`src/rtl/vx_fpu_share_arb.sv`:
```
// Round-robin arbiter in front of one shared, non-pipelined FPU unit.
// One operation is in flight at a time. The result goes back to the requester
// that issued it, and each requester keeps a sticky copy of its exception flags
// so the CSR block can read them out.
//
// state | meaning
// ------+----------------------------------------------------------
// IDLE  | no operation in flight; grant offered to the unit
// WAIT  | operation accepted by the unit, waiting for its response
// RESP  | result registered, presented to the owning requester
module vx_fpu_share_arb #(
    parameter int NUM_REQS = 4,
    parameter int DATAW    = 96,
    parameter int RESW     = 32
) (
    input  logic                      clk,
    input  logic                      reset,
    input  logic [NUM_REQS-1:0]       in_valid,
    input  logic [NUM_REQS*DATAW-1:0] in_data,
    output logic [NUM_REQS-1:0]       in_ready,
    output logic                      unit_req_valid,
    output logic [DATAW-1:0]          unit_req_data,
    input  logic                      unit_req_ready,
    input  logic                      unit_rsp_valid,
    input  logic [RESW-1:0]           unit_rsp_data,
    input  logic [4:0]                unit_rsp_fflags,
    output logic [NUM_REQS-1:0]       out_valid,
    output logic [RESW-1:0]           out_data,
    output logic [4:0]                out_fflags,
    input  logic [NUM_REQS-1:0]       out_ready,
    input  logic [NUM_REQS-1:0]       flags_clear,
    output logic [NUM_REQS*5-1:0]     flags_sticky,
    output logic                      busy
);

    localparam int IDXW = (NUM_REQS > 1) ? $clog2(NUM_REQS) : 1;

    typedef enum logic [1:0] {
        ST_IDLE = 2'd0,
        ST_WAIT = 2'd1,
        ST_RESP = 2'd2
    } state_t;

    state_t          state;
    state_t          state_n;
    logic [IDXW-1:0] last_grant;
    logic [IDXW-1:0] owner;
    logic [IDXW-1:0] grant;
    logic [IDXW-1:0] cand;
    logic            grant_found;
    logic            req_fire;
    logic            rsp_take;
    logic            out_fire;
    logic            rsp_orphan;
    logic [4:0]      sticky [NUM_REQS];
    logic [DATAW-1:0] in_data_a [NUM_REQS];

    for (genvar gi = 0; gi < NUM_REQS; gi++) begin : g_lanes
        assign in_data_a[gi]             = in_data[gi*DATAW +: DATAW];
        assign flags_sticky[gi*5 +: 5]   = sticky[gi];
    end

    function automatic logic [IDXW-1:0] rr_idx(input logic [IDXW-1:0] base, input int k);
        int sum;
        sum = (int'(base) + k) % NUM_REQS;
        return IDXW'(sum);
    endfunction

    // Round-robin pick: first valid requester after the last one served.
    always_comb begin
        grant       = last_grant;
        grant_found = 1'b0;
        cand        = '0;
        for (int k = 1; k <= NUM_REQS; k++) begin
            cand = rr_idx(last_grant, k);
            if (!grant_found && in_valid[cand]) begin
                grant       = cand;
                grant_found = 1'b1;
            end
        end
    end

    // Next state, handshake qualifiers and per-state outputs.
    always_comb begin
        state_n        = state;
        in_ready       = '0;
        unit_req_valid = 1'b0;
        unit_req_data  = in_data_a[grant];
        out_valid      = '0;
        req_fire       = 1'b0;
        rsp_take       = 1'b0;
        out_fire       = 1'b0;
        case (state)
            ST_IDLE: begin
                unit_req_valid = grant_found;
                if (grant_found) begin
                    in_ready[grant] = unit_req_ready;
                end
                req_fire = grant_found && unit_req_ready;
                if (req_fire) begin
                    state_n = ST_WAIT;
                end
            end
            ST_WAIT: begin
                rsp_take = unit_rsp_valid;
                if (rsp_take) begin
                    state_n = ST_RESP;
                end
            end
            ST_RESP: begin
                out_valid[owner] = 1'b1;
                out_fire         = out_ready[owner];
                if (out_fire) begin
                    state_n = ST_IDLE;
                end
            end
            default: begin
                state_n = ST_IDLE;
            end
        endcase
    end

    assign busy = (state != ST_IDLE);

    // State register, owner capture, result register and round-robin pointer.
    always_ff @(posedge clk) begin
        if (reset) begin
            state      <= ST_IDLE;
            last_grant <= IDXW'(NUM_REQS - 1);
            owner      <= '0;
            out_data   <= '0;
            out_fflags <= '0;
        end else begin
            state <= state_n;
            if (req_fire) begin
                owner <= grant;
            end
            if (rsp_take) begin
                out_data   <= unit_rsp_data;
                out_fflags <= unit_rsp_fflags;
            end
            if (out_fire) begin
                last_grant <= owner;
            end
        end
    end

    // Sticky flag accumulators; a same-cycle clear keeps only the newly retired flags.
    always_ff @(posedge clk) begin
        if (reset) begin
            for (int i = 0; i < NUM_REQS; i++) begin
                sticky[i] <= '0;
            end
        end else begin
            for (int i = 0; i < NUM_REQS; i++) begin
                if (flags_clear[i]) begin
                    sticky[i] <= (out_fire && owner == IDXW'(i)) ? out_fflags : 5'b0;
                end else if (out_fire && owner == IDXW'(i)) begin
                    sticky[i] <= sticky[i] | out_fflags;
                end
            end
        end
    end

    // Remembers that a reset dropped an op in WAIT, so its late response is tolerated.
    always_ff @(posedge clk) begin
        if (reset) begin
            rsp_orphan <= rsp_orphan || (state == ST_WAIT);
        end else if (req_fire) begin
            rsp_orphan <= 1'b0;
        end else if (unit_rsp_valid && state != ST_WAIT) begin
            rsp_orphan <= 1'b0;
        end
    end

    // A response outside WAIT is a unit protocol violation unless it belongs to a dropped op.
    always_ff @(posedge clk) begin
        if (!reset) begin
            assert (!(unit_rsp_valid && state != ST_WAIT && !rsp_orphan))
                else $error("vx_fpu_share_arb: unit response with no operation outstanding");
        end
    end

endmodule

```
`config.mk`:
```
export PLATFORM = sky130hd
export DESIGN_NAME = vx_fpu_share_arb
export DESIGN_NICKNAME = d
export VERILOG_FILES = /design/src/rtl/vx_fpu_share_arb.sv
export SDC_FILE = /design/constraint.sdc
export NUM_CORES = 1
export LEC_CHECK = 0
export CAP_MARGIN = 40
export CORE_AREA = 4 4 234 236
export DETAILED_ROUTE_END_ITERATION = 10
export DIE_AREA = 0 0 238 240
export GPL_ROUTABILITY_DRIVEN = 0
export PLACE_DENSITY = 0.48
export REMOVE_ABC_BUFFERS = 1
export SLEW_MARGIN = 20
export SYNTH_ARGS = -nofsm -noshare
export SYNTH_HDL_FRONTEND = slang
export SYNTH_SLANG_ARGS = --single-unit
```
`constraint.sdc`:
```
create_clock -name clk -period 2.7 [get_ports clk]
set_clock_uncertainty 0.1 [all_clocks]
set_input_delay 0.405 -clock clk [delete_from_list [all_inputs] [get_ports clk]]
set_output_delay 0.405 -clock clk [all_outputs]
set_load 0.01 [all_outputs]
```
**Word-level counts from Yosys, hierarchy flattened**

Memory sizes are Yosys's and may differ from the RTL's.
Index checks and enable logic that the tools add are counted.

- Reduce and logical (&&, ||, !) cells: 17
- Order comparisons: 9
- Equality and inequality tests: 8
- Bitwise logic cells: 14
- Multiplexer cells: 78
- $add $sub $neg: 4

Operator list:

| operator | count |
|---|---|
| $bmux 96 s2 | 1 |
| $mux 96 | 2 |
| $mux 5 | 12 |
| $mux 1 | 45 |
| $or 5x5->5 | 4 |
| $lt 2x3->1 const B | 6 |
| $mux 2 | 7 |
| $mux 4 | 3 |
| $bmux 1 s2 | 5 |
| $logic_and 1x1->1 | 10 |
| $or 1x1->1 | 8 |
| $eq 2x2->1 const B | 3 |
| $ne 2x2->1 const B | 3 |
| $pmux 2 s3 | 1 |
| $add 2x1->2 const B | 2 |
| $add 2x2->2 const B | 2 |
| $and 4x4->4 | 1 |
| $demux 1 s2 | 2 |
| $eq 2x1->1 const B | 2 |
| $ge 2x1->1 const B | 2 |
| $logic_not 2->1 | 2 |
| $ge 3x3->1 const B | 1 |
| $logic_not 1->1 | 3 |
| $not 2->3 | 1 |
| 2 further kinds | 2 |

- Bits in writable memories: 20
- Input port bits: 437
- Bits in registers: 43
- Memories: 1
- Logic and storage cells: 136

Memory list:

| memory | words | bits a word | rd ports | clocked after Yosys merged registers in | write ports | line | text |
|---|---|---|---|---|---|---|---|
| sticky | 4 | 5 | 4 | 0 | 4 | 55 | `logic [4:0] sticky [NUM_REQS];` |

**Longest topological paths before layout**

Gate-level depths: netlist of the first run.

- Depth after elaboration: 20
- Gate-level depth with buffers: 8
- Depth with buffers taken out: 5

**Worst setup path before layout of the first run**

No wires, ideal clock.

- Path type: in2out
- From: input port in_valid[2]
- To: output port unit_req_data[34]
- Data required time: 2195 ps
- Data arrival time: 1718 ps
- Path buffers: 3
- Cell stages on the path: 7
- Setup slack: 477 ps
- Cell sequence: or3b_1 > and3_1 > buf_2 > buf_6 > buf_6 > mux2i_1 > a22oi_1

- Word-level cells in the longest chain between the ends: 16
- Elaborated cells between the ends (all ways): 25
- Those cells by class: mux: 18; bitwise: 1; reduce/logical: 6

Ends and longest elaborated chain:

| what | line | text |
|---|---|---|
| start: declaration | 18 | `input logic [NUM_REQS-1:0] in_valid,` |
| $bmux 1 s2 | 76 | `if (!grant_found && in_valid[cand]) begin` |
| $mux 1 (implied by the code) | 76 |  |
| $mux 1 | 76 |  |
| $logic_not 1->1 | 76 |  |
| $logic_and 1x1->1 | 76 |  |
| $mux 1 | 76 |  |
| $logic_not 1->1 | 76 |  |
| $logic_and 1x1->1 | 76 |  |
| $mux 1 | 76 |  |
| $logic_not 1->1 | 76 |  |
| $logic_and 1x1->1 | 76 |  |
| $mux 2 (*) | 76 |  |
| $not 2->3 (implied by the code) (*) | 88 | `unit_req_data = in_data_a[grant];` |
| $bmux 96 s2 (*) | 88 |  |
| $mux 96 (implied by the code) (*) (2 in series) | 88 |  |
| end: declaration | 22 | `output logic [DATAW-1:0] unit_req_data,` |

Every way passes the cells marked *; elsewhere a longest branch is shown, timed or not. The select of a mux whose other input is x is not followed.

**Final worst setup path of the first run**

- From: register last_grant[1]
- To: output port unit_req_data[31]

- Word-level cells in the longest chain between the ends: 17
- Elaborated cells between the ends (all ways): 29
- Those cells by class: add/sub: 4; mux: 18; bitwise: 1; reduce/logical: 6

Ends and longest elaborated chain:

| what | line | text |
|---|---|---|
| start: declaration | 46 | `logic [IDXW-1:0] last_grant;` |
| start signal: assignment | 129 | `last_grant <= IDXW'(NUM_REQS - 1);` |
| start signal: assignment | 143 | `last_grant <= owner;` |
| $add 2x1->2 | 65 | `sum = (int'(base) + k) % NUM_REQS;` |
| $bmux 1 s2 | 76 |  |
| $mux 1 (implied by the code) | 76 |  |
| $mux 1 | 76 |  |
| $logic_not 1->1 | 76 |  |
| $logic_and 1x1->1 | 76 |  |
| $mux 1 | 76 |  |
| $logic_not 1->1 | 76 |  |
| $logic_and 1x1->1 | 76 |  |
| $mux 1 | 76 |  |
| $logic_not 1->1 | 76 |  |
| $logic_and 1x1->1 | 76 |  |
| $mux 2 (*) | 76 |  |
| $not 2->3 (implied by the code) (*) | 88 |  |
| $bmux 96 s2 (*) | 88 |  |
| $mux 96 (implied by the code) (*) (2 in series) | 88 |  |

Marks and branches as above.

==> flow_summary_export.csv, run 1 <==
group,metric,value,unit
status,status,"finished, violations left",
status,violations,"negative setup slack",
timing,grt_setup_unrepaired,"yes",
worst_hold_path,hp-start,"out_data[14]",
critical_path,start_kind,"flop",
grt,grt_overflow_total,0,
logic_synthesis,yosysMostFrequentCell,"nand2_1",
critical_path,r2r_cells,4,
grt,grt_antenna_before_repair,19,
logic_synthesis,synth_area,5350,um^2
flow_run,cap_violations,0,
timing,fin_crit,2.85,ns
critical_path,critical_path_arrival,2.34,ns
floorplanning,initial_core_util,0.102,
logic_synthesis,yosys.area.top_type,"mux2i_1",
routing,dr.first_iter.drc_count,444,
cts,cts_max_level,3,
routing,vias,8460,
routing,drc_errors,0,
power_and_ir_drop,p_leak,0.00567,uW
critical_path,crit_top_cell,"buf_12",
floorplanning,core_area,52400,um^2
routing,drtPass1Iterations,5,
critical_path,crit_fanout,6,
logic_synthesis,synthArstFlopShare,0,
timing,setup_viol,48,
timing,drv_slew,0,
grt,grt_pass1_wl,63200,um
power_and_ir_drop,power,5050,uW
worst_hold_path,whs_path_depth,2,
critical_path,reg2reg_to,"sticky[1][4]",
timing,fin_hold_ws,0.353,ns
timing,setup_ws,-0.148,ns
floorplanning,die_h,240,um
floorplanning,row_count,84,
critical_path,reg2reg_from,"owner[0]",
grt,grt_pass1_vias,8885,
floorplanning,ioPinCount,600,
critical_path,cpPeakStageDelay,0.40,ns
final_layout,drive_gt1_frac,0.247,
final_layout,layout.nets,1854,
cts,ctsHoldBuffers,0,
logic_synthesis,synth_cell_types,34,
critical_path,slowest_stage,"or3b_4",
logic_synthesis,ys.flop_type,"dfxtp_1",
power_and_ir_drop,ir_drop,0.271,mV
routing,via_per_inst,4.00,
critical_path,worstPathRequired,2.19,ns
logic_synthesis,synth_edf_count,20,
critical_path,critPathKind,"reg -> out",
floorplanning,die_w,238,um
placement,io_buffers,599,
routing,detail-route-antenna-nets,0,
logic_synthesis,synth_common_cells,"nand2_1, a21oi_1, a22oi_1, mux2i_1, dfxtp_1",
critical_path,cp_cell_sequence,"or3b_4 -> and3_4 -> buf_12 -> buf_8 -> buf_12 -> mux2i_2 -> a22oi_2 -> buf_12",
timing,period_share,1.05,
cts,cts_tree,"done",
logic_synthesis,yosys.area.top_type_share,0.180,
cts,clock_latency,0.33,ns
routing,routedWlPerCell,22.2,um
cts,cts_max_path_buffers,2,
timing,fmax,351,MHz
logic_synthesis,ys_ff_latch,63,
critical_path,cp-startpoint,"last_grant[1]",
timing,tightest_slew,0.527,ns
cts,cts_buffers,9,
logic_synthesis,synthCells,727,
grt,grtUsageTotal,0.150,
critical_path,r2r_slack,0.65,ns
logic_synthesis,ys_seq_area_frac,0.273,
routing,drt-total-wl,47000,um
power_and_ir_drop,power.density,356,nW/um^2
logic_synthesis,yosysWarningCount,0,
timing,slew_headroom,0.648,
final_layout,syn2layout_area_growth,165,%
floorplanning,dieArea,57100,um^2
logic_synthesis,post_synth.cell_area_avg,7.36,um^2
cts,clk_pin_slew,0.06,ns
worst_hold_path,hold_path_end,"out_data[14]",
grt,grt_max_degree,38,
worst_hold_path,hp-class,"reg -> reg",
logic_synthesis,yosys-top-cells-area,"mux2i_1, dfxtp_1, a21oi_1, a22oi_1, nand2_1",
timing,finalHoldViolations,0,
cts,clock-root-buffer,"clkbuf_16",
cts,cts_sinks,63,
critical_path,end_kind,"output pin",
placement,dp_hpwl,38400,um
cells in the final DEF, fill, tap and decap left out, types with 2 or more instances in the layout:
cell type	instances
nand2_1	177
edfxtp_1	20
buf_16	7
buf_12	29
dfxtp_1	42
mux2i_2	16
clkbuf_16	14
clkinv_2	2
diode_2	6
nor2b_1	2
o21ai_2	2
a21oi_1	143
a21oi_4	2
buf_8	16
inv_1	5
nand2b_1	3
bufbuf_16	2
buf_6	34
buf_2	83
buf_4	72
mux2i_1	71
nor2b_2	2
a22oi_1	68
a21oi_2	10
mux2i_4	9
and3_1	3
clkdlybuf4s50_1	495
a211o_1	6
a22oi_2	28
nand2_2	2
nor2_1	25
clkdlybuf4s15_2	3
nor2_2	2
flip-flops by register name, indices dropped and copies added (netlist names):
name        flops
owner           2
out_data       32
out_fflags      5
state           2
sticky         20
last_grant      2
layer usage:
metal  up-vias  wire length (um)  track usage
li1       4030                 -            -
met1      4002             18400        0.180
met2       355             23800        0.266
met3        55              3680       0.0460
met4        18               920       0.0296
met5         -               118            0
final cells by class:
cell class	instances	area (um^2)
flip-flops and latches	63	1470
fillers	5702	38300
clock inverters	4	25.0
repair buffers	747	7520
diodes	6	15.0
inverters	5	18.8
multi-input cells	591	3990
clock buffers	12	268
well taps	688	861
power by group:
group / internal [uW] / switching [uW] / total, uW
combinational: 1630 / 1240 / 2870
clock: 703 / 427 / 1130
sequential: 1010 / 29.8 / 1040
total: 3350 / 1700 / 5050
what timing repair did:
| action | 4_1_cts | 5_1_grt |
|---|---|---|
| setup endpoints to repair | 101 | 100 |
| resized for setup | 517 | 110 |
| pin swaps | 53 | 63 |
| gates cloned | 14 | 4 |
| buffers inserted | 40 | 17 |
worst max path at each step:
stage	to	slack [ns]	cells after the start
final	unit_req_data[31]	-0.15	8
after global routing	unit_req_data[40]	-0.20	9
after CTS	unit_req_data[3]	-0.16	9
after detailed placement	unit_req_data[33]	-0.97	10
after global placement	unit_req_data[46]	-0.92	9
after floorplan	unit_req_data[0]	-5.54	4
cell families after synthesis:
logic type	after synthesis	share of synthesized area
and+or+nand+nor	229	0.173
buffers and inverters	73	0.0683
AOI/OAI and AO/OA	264	0.299
DFF	63	0.273
muxes	98	0.186
per-stage QoR:
| stage | instance area, um^2 | setup WS, ns | std cells | TNS [ns] | util |
|---|---|---|---|---|---|
| 6_report | 14200 | -0.148 | 2116 | -2.21 | 0.270 |
| 2_1_floorplan | 5000 | -5.54 | 659 | -560.88 | - |
| 4_1_cts | 13800 | -0.163 | 2102 | -4.59 | 0.263 |
| 5_1_grt | 14100 | -0.204 | 2112 | -8.16 | 0.270 |
| 3_3_place_gp | 12700 | -0.925 | 2034 | -77.00 | 0.242 |
| 3_5_place_dp | 12700 | -0.968 | 2034 | -76.29 | 0.242 |
worst max-delay path: cells and delay by family (launching register included):
kind	cells	cell delay, ns
muxes	1	0.15
AOI/OAI and AO/OA	1	0.30
DFF	1	0.36
buffers and inverters	4	0.58
and+or+nand+nor	2	0.61
No activity file was read; power rests on OpenSTA's default activity.
==> inputs of run 2 (changes only) <==
--- a/config.mk
+++ b/config.mk
@@ -6,12 +6,14 @@
 export NUM_CORES = 1
 export LEC_CHECK = 0
 export CAP_MARGIN = 40
-export CORE_AREA = 4 4 234 236
+export CORE_AREA = 2 2 235 237
+export CTS_BUF_LIST = sky130_fd_sc_hd__clkbuf_8
 export DETAILED_ROUTE_END_ITERATION = 10
-export DIE_AREA = 0 0 238 240
+export DIE_AREA = 0 0 237 239
 export GPL_ROUTABILITY_DRIVEN = 0
-export PLACE_DENSITY = 0.48
+export PLACE_DENSITY = 0.47
 export REMOVE_ABC_BUFFERS = 1
+export SETUP_SLACK_MARGIN = 0.5
 export SLEW_MARGIN = 20
 export SYNTH_ARGS = -nofsm -noshare
 export SYNTH_HDL_FRONTEND = slang
==> run 2 against run 1 <==
Compared with the run above: the flow still finishes with violations (negative setup slack); sequential cell count unchanged; register-to-register slack about the same; via count shrank 0.32%; critical path depth grew 2; global-route usage is 0.29 points lower; total power up 4.6%; routed wire length fell by 3.5%; core utilization is 0.32 points higher; design area is 4.8% higher.
==> flow_summary_export.csv, run 2 (synthesized netlist as in run 1, its figures left out) <==
group,metric,value,unit
floorplanning,die_h,239,um
final_layout,largest_reg_flops,32,
power_and_ir_drop,clockPowerShare,0.213,
critical_path,critPathKind,"in -> out",
critical_path,r2r_cells,4,
floorplanning,row_count,86,
routing,routedWlPerCell,21.0,um
cts,cts_sinks,63,
power_and_ir_drop,pwr-share-comb,0.589,
critical_path,end_kind,"output pin",
timing,slew_headroom,0.727,
critical_path,critical_path_arrival,2.42,ns
critical_path,start_kind,"input pin",
cts,cts_tree,"done",
cts,clk_pin_slew,0.08,ns
routing,via_per_inst,3.91,
timing,period_share,1.08,
power_and_ir_drop,switchingPower,1730,uW
timing,finalHoldViolations,0,
final_layout,layout.nets,1886,
final_layout,reg_top3,"out_data (32), sticky (20), out_fflags (5)",
final_layout,drive_gt1_frac,0.273,
timing,grt_setup_unrepaired,"yes",
critical_path,reg2reg_to,"sticky[3][1]",
final_layout,instances_no_fill,2158,
floorplanning,initial_core_util,0.0984,
cts,clock-root-buffer,"clkbuf_8",
status,status,"finished, violations left",
grt,grt_antenna_before_repair,7,
power_and_ir_drop,ir_drop,0.184,mV
critical_path,reg2reg_from,"owner[0]",
worst_hold_path,hp-class,"reg -> reg",
worst_hold_path,whs_path_depth,2,
critical_path,crit_fanout,8,
timing,setup_viol,97,
grt,grtUsageTotal,0.147,
floorplanning,core_area,54300,um^2
grt,grt_pass1_wl,60300,um
placement,dp_cells,2060,
critical_path,r2r_slack,0.65,ns
grt,grt_overflow_total,0,
power_and_ir_drop,sw_frac_of_total,0.328,
routing,dr.first_iter.drc_count,307,
worst_hold_path,hold_path_end,"out_data[6]",
timing,tightest_slew,0.408,ns
routing,drc_errors,0,
grt,grt_max_degree,33,
floorplanning,dieArea,56600,um^2
power_and_ir_drop,p_int,3550,uW
floorplanning,ioPinCount,600,
cts,clock_latency,0.35,ns
critical_path,worstPathRequired,2.19,ns
final_layout,largest_register,"out_data",
power_and_ir_drop,p_seq_frac,0.198,
power_and_ir_drop,power.density,356,nW/um^2
final_layout,final_common_cell,"clkdlybuf4s50_1",
grt,grt_pass1_vias,8523,
final_layout,final_cell_mix,"clkdlybuf4s50_1, nand2_1, a21oi_1, buf_4, mux2i_1",
placement,io_buffers,599,
cts,cts_max_path_buffers,2,
final_layout,syn2layout_area_growth,178,%
routing,drtPass1Iterations,5,
cts,cts_max_level,3,
timing,fin_crit,2.92,ns
power_and_ir_drop,p_leak,0.00598,uW
critical_path,cp-startpoint,"in_valid[2]",
power_and_ir_drop,power,5280,uW
routing,drt-total-wl,45300,um
final_layout,antenna_cells,0,
worst_hold_path,hp-start,"out_data[6]",
cts,cts_buffers,9,
timing,fmax,342,MHz
cts,ctsHoldBuffers,0,
floorplanning,die_w,237,um
final_layout,num-fill-cells,5888,
timing,drv_slew,0,
routing,vias,8433,
status,violations,"negative setup slack",
placement,dp_hpwl,34800,um
timing,setup_ws,-0.222,ns
routing,detail-route-antenna-nets,0,
flow_run,cap_violations,0,
run 2: changes by cell type in the layout (fill, tap and decap cells not counted), moves of 8 or more:
cell / previous run / this run
buf_16: 7 / 18
buf_2: 83 / 69
buf_12: 29 / 37
a21oi_2: 10 / 25
dlygate4sd2_1: 0 / 12
buf_4: 72 / 84
clkbuf_8: 1 / 10
a21oi_1: 143 / 126
buf_6: 34 / 47
clkbuf_16: 14 / 6
run 2: worst max path at each step:
stage / to / cells after the start
floorplan: unit_req_data[0] / 4
global placement: unit_req_data[31] / 9
detailed placement: unit_req_data[31] / 9
CTS: unit_req_data[54] / 9
global route: unit_req_data[32] / 10
finish: unit_req_data[32] / 10
run 2: final cells by class:
type,instances,area (um^2),area share
clock inverter,6,133,0.00894
clock buffer,10,138,0.00927
tap,704,881,0.0593
timing repair buffer,779,8130,0.548
sequential,63,1470,0.0988
multi-input combinational,591,4070,0.274
inverter,5,18.8,0.00126
run 2: what timing repair did:
action / 4_1_cts / 5_1_grt
setup buffers: 37 / 21
setup endpoints to repair: 105 / 101
cloned: 18 / 6
resized for setup: 508 / 120
pin swaps: 54 / 65
run 2: critical path, cell delays in order:
cell	delay, ns
dlygate4sd2_1	0.29
or3b_4	0.42
and3_4	0.28
buf_8	0.16
buf_12	0.14
buf_6	0.12
buf_12	0.13
mux2i_2	0.14
a22oi_1	0.17
buf_2	0.15
run 2: power groups by stage:
stage | Sequential [uW] | Clock (uW) | Combinational, uW
after global placement | 1060 | 0 | 2620
after detailed placement | 1070 | 0 | 2630
final | 1050 | 1120 | 3110
after global routing | 1050 | 1200 | 3290
after floorplan | 1070 | 0 | 901
after CTS | 1050 | 1160 | 2930
run 2: metal layers:
layer  share of wire  track usage  wire length (um)
met3           0.065       0.0381              2930
met5          0.0015            0                68
met2            0.51        0.263             22900
met4           0.014       0.0240               650
met1            0.41        0.179             18700
run 2: through the flow:
step | TNS, ns | utilization | area [um^2] | hold slack, ns | setup WS, ns
after floorplan | -560.88 | - | 5000 | 0.331 | -5.54
after global placement | -71.03 | 0.236 | 12800 | 0.344 | -0.939
after detailed placement | -72.91 | 0.236 | 12800 | 0.349 | -0.911
after CTS | -11.99 | 0.259 | 14100 | 0.361 | -0.259
after global routing | -22.23 | 0.273 | 14800 | 0.371 | -0.311
final | -11.15 | 0.273 | 14800 | 0.356 | -0.222
==> inputs of run 3 (changes only) <==
--- a/config.mk
+++ b/config.mk
@@ -11,7 +11,7 @@
 export DETAILED_ROUTE_END_ITERATION = 10
 export DIE_AREA = 0 0 237 239
 export GPL_ROUTABILITY_DRIVEN = 0
-export PLACE_DENSITY = 0.47
+export PLACE_DENSITY = 0.4
 export REMOVE_ABC_BUFFERS = 1
 export SETUP_SLACK_MARGIN = 0.5
 export SLEW_MARGIN = 20
==> run 3 against run 2 <==
Compared with the run above: the flow still finishes with violations (negative setup slack); worst setup slack worse by 0.11 ns; die area stayed put; combinational power grew 2%; global-route usage up 0.66 points; sequential power about the same; non-clock buffer count increased by 1; register-to-register slack worse by 0.06 ns; routed wire length is 2.2% higher; largest power group unchanged.
==> flow_summary_export.csv, run 3 (synthesized netlist as in run 1, its figures left out) <==
group,metric,value,unit
final_layout,largest_reg_flops,32,
timing,fin_crit,3.03,ns
grt,grt_pass1_wl,62900,um
timing,grt_setup_unrepaired,"yes",
placement,placed_cell_area,13000,um^2
worst_hold_path,hp-start,"state[1]",
final_layout,layout.nets,1887,
floorplanning,die_h,239,um
critical_path,r2r_slack,0.59,ns
cts,cts_max_path_buffers,2,
critical_path,start_kind,"input pin",
cts,cts_sinks,63,
floorplanning,initial_core_util,0.0984,
routing,drt-total-wl,46300,um
final_layout,reg_top3,"out_data (32), sticky (20), out_fflags (5)",
status,violations,"negative setup slack",
timing,setup_tns,-13.27,ns
final_layout,syn2layout_area_growth,178,%
routing,drtPass1Iterations,5,
grt,grt_overflow_total,0,
critical_path,reg2reg_from,"owner[0]",
floorplanning,core_area,54300,um^2
critical_path,cp-startpoint,"in_valid[2]",
timing,tightest_slew,0.437,ns
grt,grtUsageTotal,0.154,
cts,cts_max_level,3,
routing,vias,8512,
critical_path,worstPathRequired,2.19,ns
routing,via_per_inst,3.93,
cts,cts_tree,"done",
final_layout,drive_gt1_frac,0.282,
timing,slew_headroom,0.709,
critical_path,critical_path_arrival,2.53,ns
timing,period_share,1.12,
timing,finalHoldViolations,0,
final_layout,instances_no_fill,2165,
critical_path,end_kind,"output pin",
floorplanning,die_w,237,um
cts,clock_latency,0.35,ns
critical_path,critPathKind,"in -> out",
routing,dr.first_iter.drc_count,315,
timing,setup_viol,92,
floorplanning,row_count,86,
status,status,"finished, violations left",
final_layout,final_cell_area,14900,um^2
final_layout,final_cell_mix,"clkdlybuf4s50_1, nand2_1, a21oi_1, buf_4",
grt,grt_antenna_before_repair,16,
timing,fmax,330,MHz
placement,io_buffers,599,
cts,cts_buffers,9,
placement,dp_cells,2068,
final_layout,final_common_cell,"clkdlybuf4s50_1",
worst_hold_path,hp-class,"reg -> reg",
cts,clk_pin_slew,0.07,ns
final_layout,largest_register,"out_data",
timing,drv_slew,0,
power_and_ir_drop,power.density,341,nW/um^2
power_and_ir_drop,ir_drop,0.236,mV
floorplanning,dieArea,56600,um^2
grt,grt_max_degree,39,
critical_path,crit_fanout,7,
grt,grt_pass1_vias,8813,
cts,clock-root-buffer,"clkbuf_8",
placement,dp_hpwl,37200,um
power_and_ir_drop,p_leak,0.00594,uW
floorplanning,ioPinCount,600,
flow_run,cap_violations,0,
routing,detail-route-antenna-nets,0,
routing,routedWlPerCell,21.4,um
routing,drc_errors,0,
timing,setup_ws,-0.332,ns
[run 3: cell types whose count changed in the layout (fill, tap and decap cells not counted), moves of 6 or more]
cell     previous run  this run
diode_2             0         6
mux2i_4             3        12
a22oi_1            68        57
a22oi_2            28        39
buf_12             37        43
[run 3: per-layer routing]
layer,vias to the layer above,wire length [um],GRT usage
met4,16,713,0.0347
li1,4103,-,-
met2,343,23500,0.270
met1,4005,18900,0.186
met5,-,103,0
met3,45,3100,0.0418
[run 3: final timing paths]
kind,end,depth (start not counted)
worst min register to register,state[0],1
worst max-delay path,unit_req_data[73],9
worst max register to register,sticky[3][4],4
worst min-delay path,state[0],1
[run 3: per-stage QoR]
| stage | util | worst slack [ns] | hold WS [ns] | total power (uW) |
|---|---|---|---|---|
| floorplan | - | -5.54 | 0.331 | 1980 |
| CTS | 0.268 | -0.361 | 0.359 | 5080 |
| detailed placement | 0.239 | -0.849 | 0.347 | 3790 |
| global route | 0.274 | -0.382 | 0.371 | 5360 |
| finish | 0.274 | -0.332 | 0.351 | 5080 |
| global placement | 0.239 | -0.805 | 0.343 | 3790 |
[run 3: repair_timing]
action	4_1_cts	5_1_grt
gates cloned	17	1
endpoints found under the setup margin	105	104
buffers inserted	52	5
hold buffers	0	0
pin swaps	90	30
gates resized for setup	565	51
[run 3: layout make-up]
type,count,area (um^2)
timing repair buffer,780,8170
tap,704,881
multi-input combinational,591,4120
antenna,6,15.0
clock buffer,9,124
inverter,5,18.8
clock inverter,7,72.6
fill,5866,39500
sequential,63,1470
[run 3: power by group]
part	total [uW]	leakage, uW	internal, uW	switching [uW]
clock	853	0.000104	428	424
combinational	3180	0.00527	1850	1330
sequential	1040	0.000572	1010	31.0
total	5080	0.00594	3290	1790
[run 3: worst max-delay path: stages]
cell and delay [ns]:
dlygate4sd2_1 0.27, or3b_4 0.41, and3_4 0.23, buf_6 0.15
buf_12 0.14, buf_8 0.13, mux2i_1 0.13, a22oi_2 0.45
buf_12 0.17
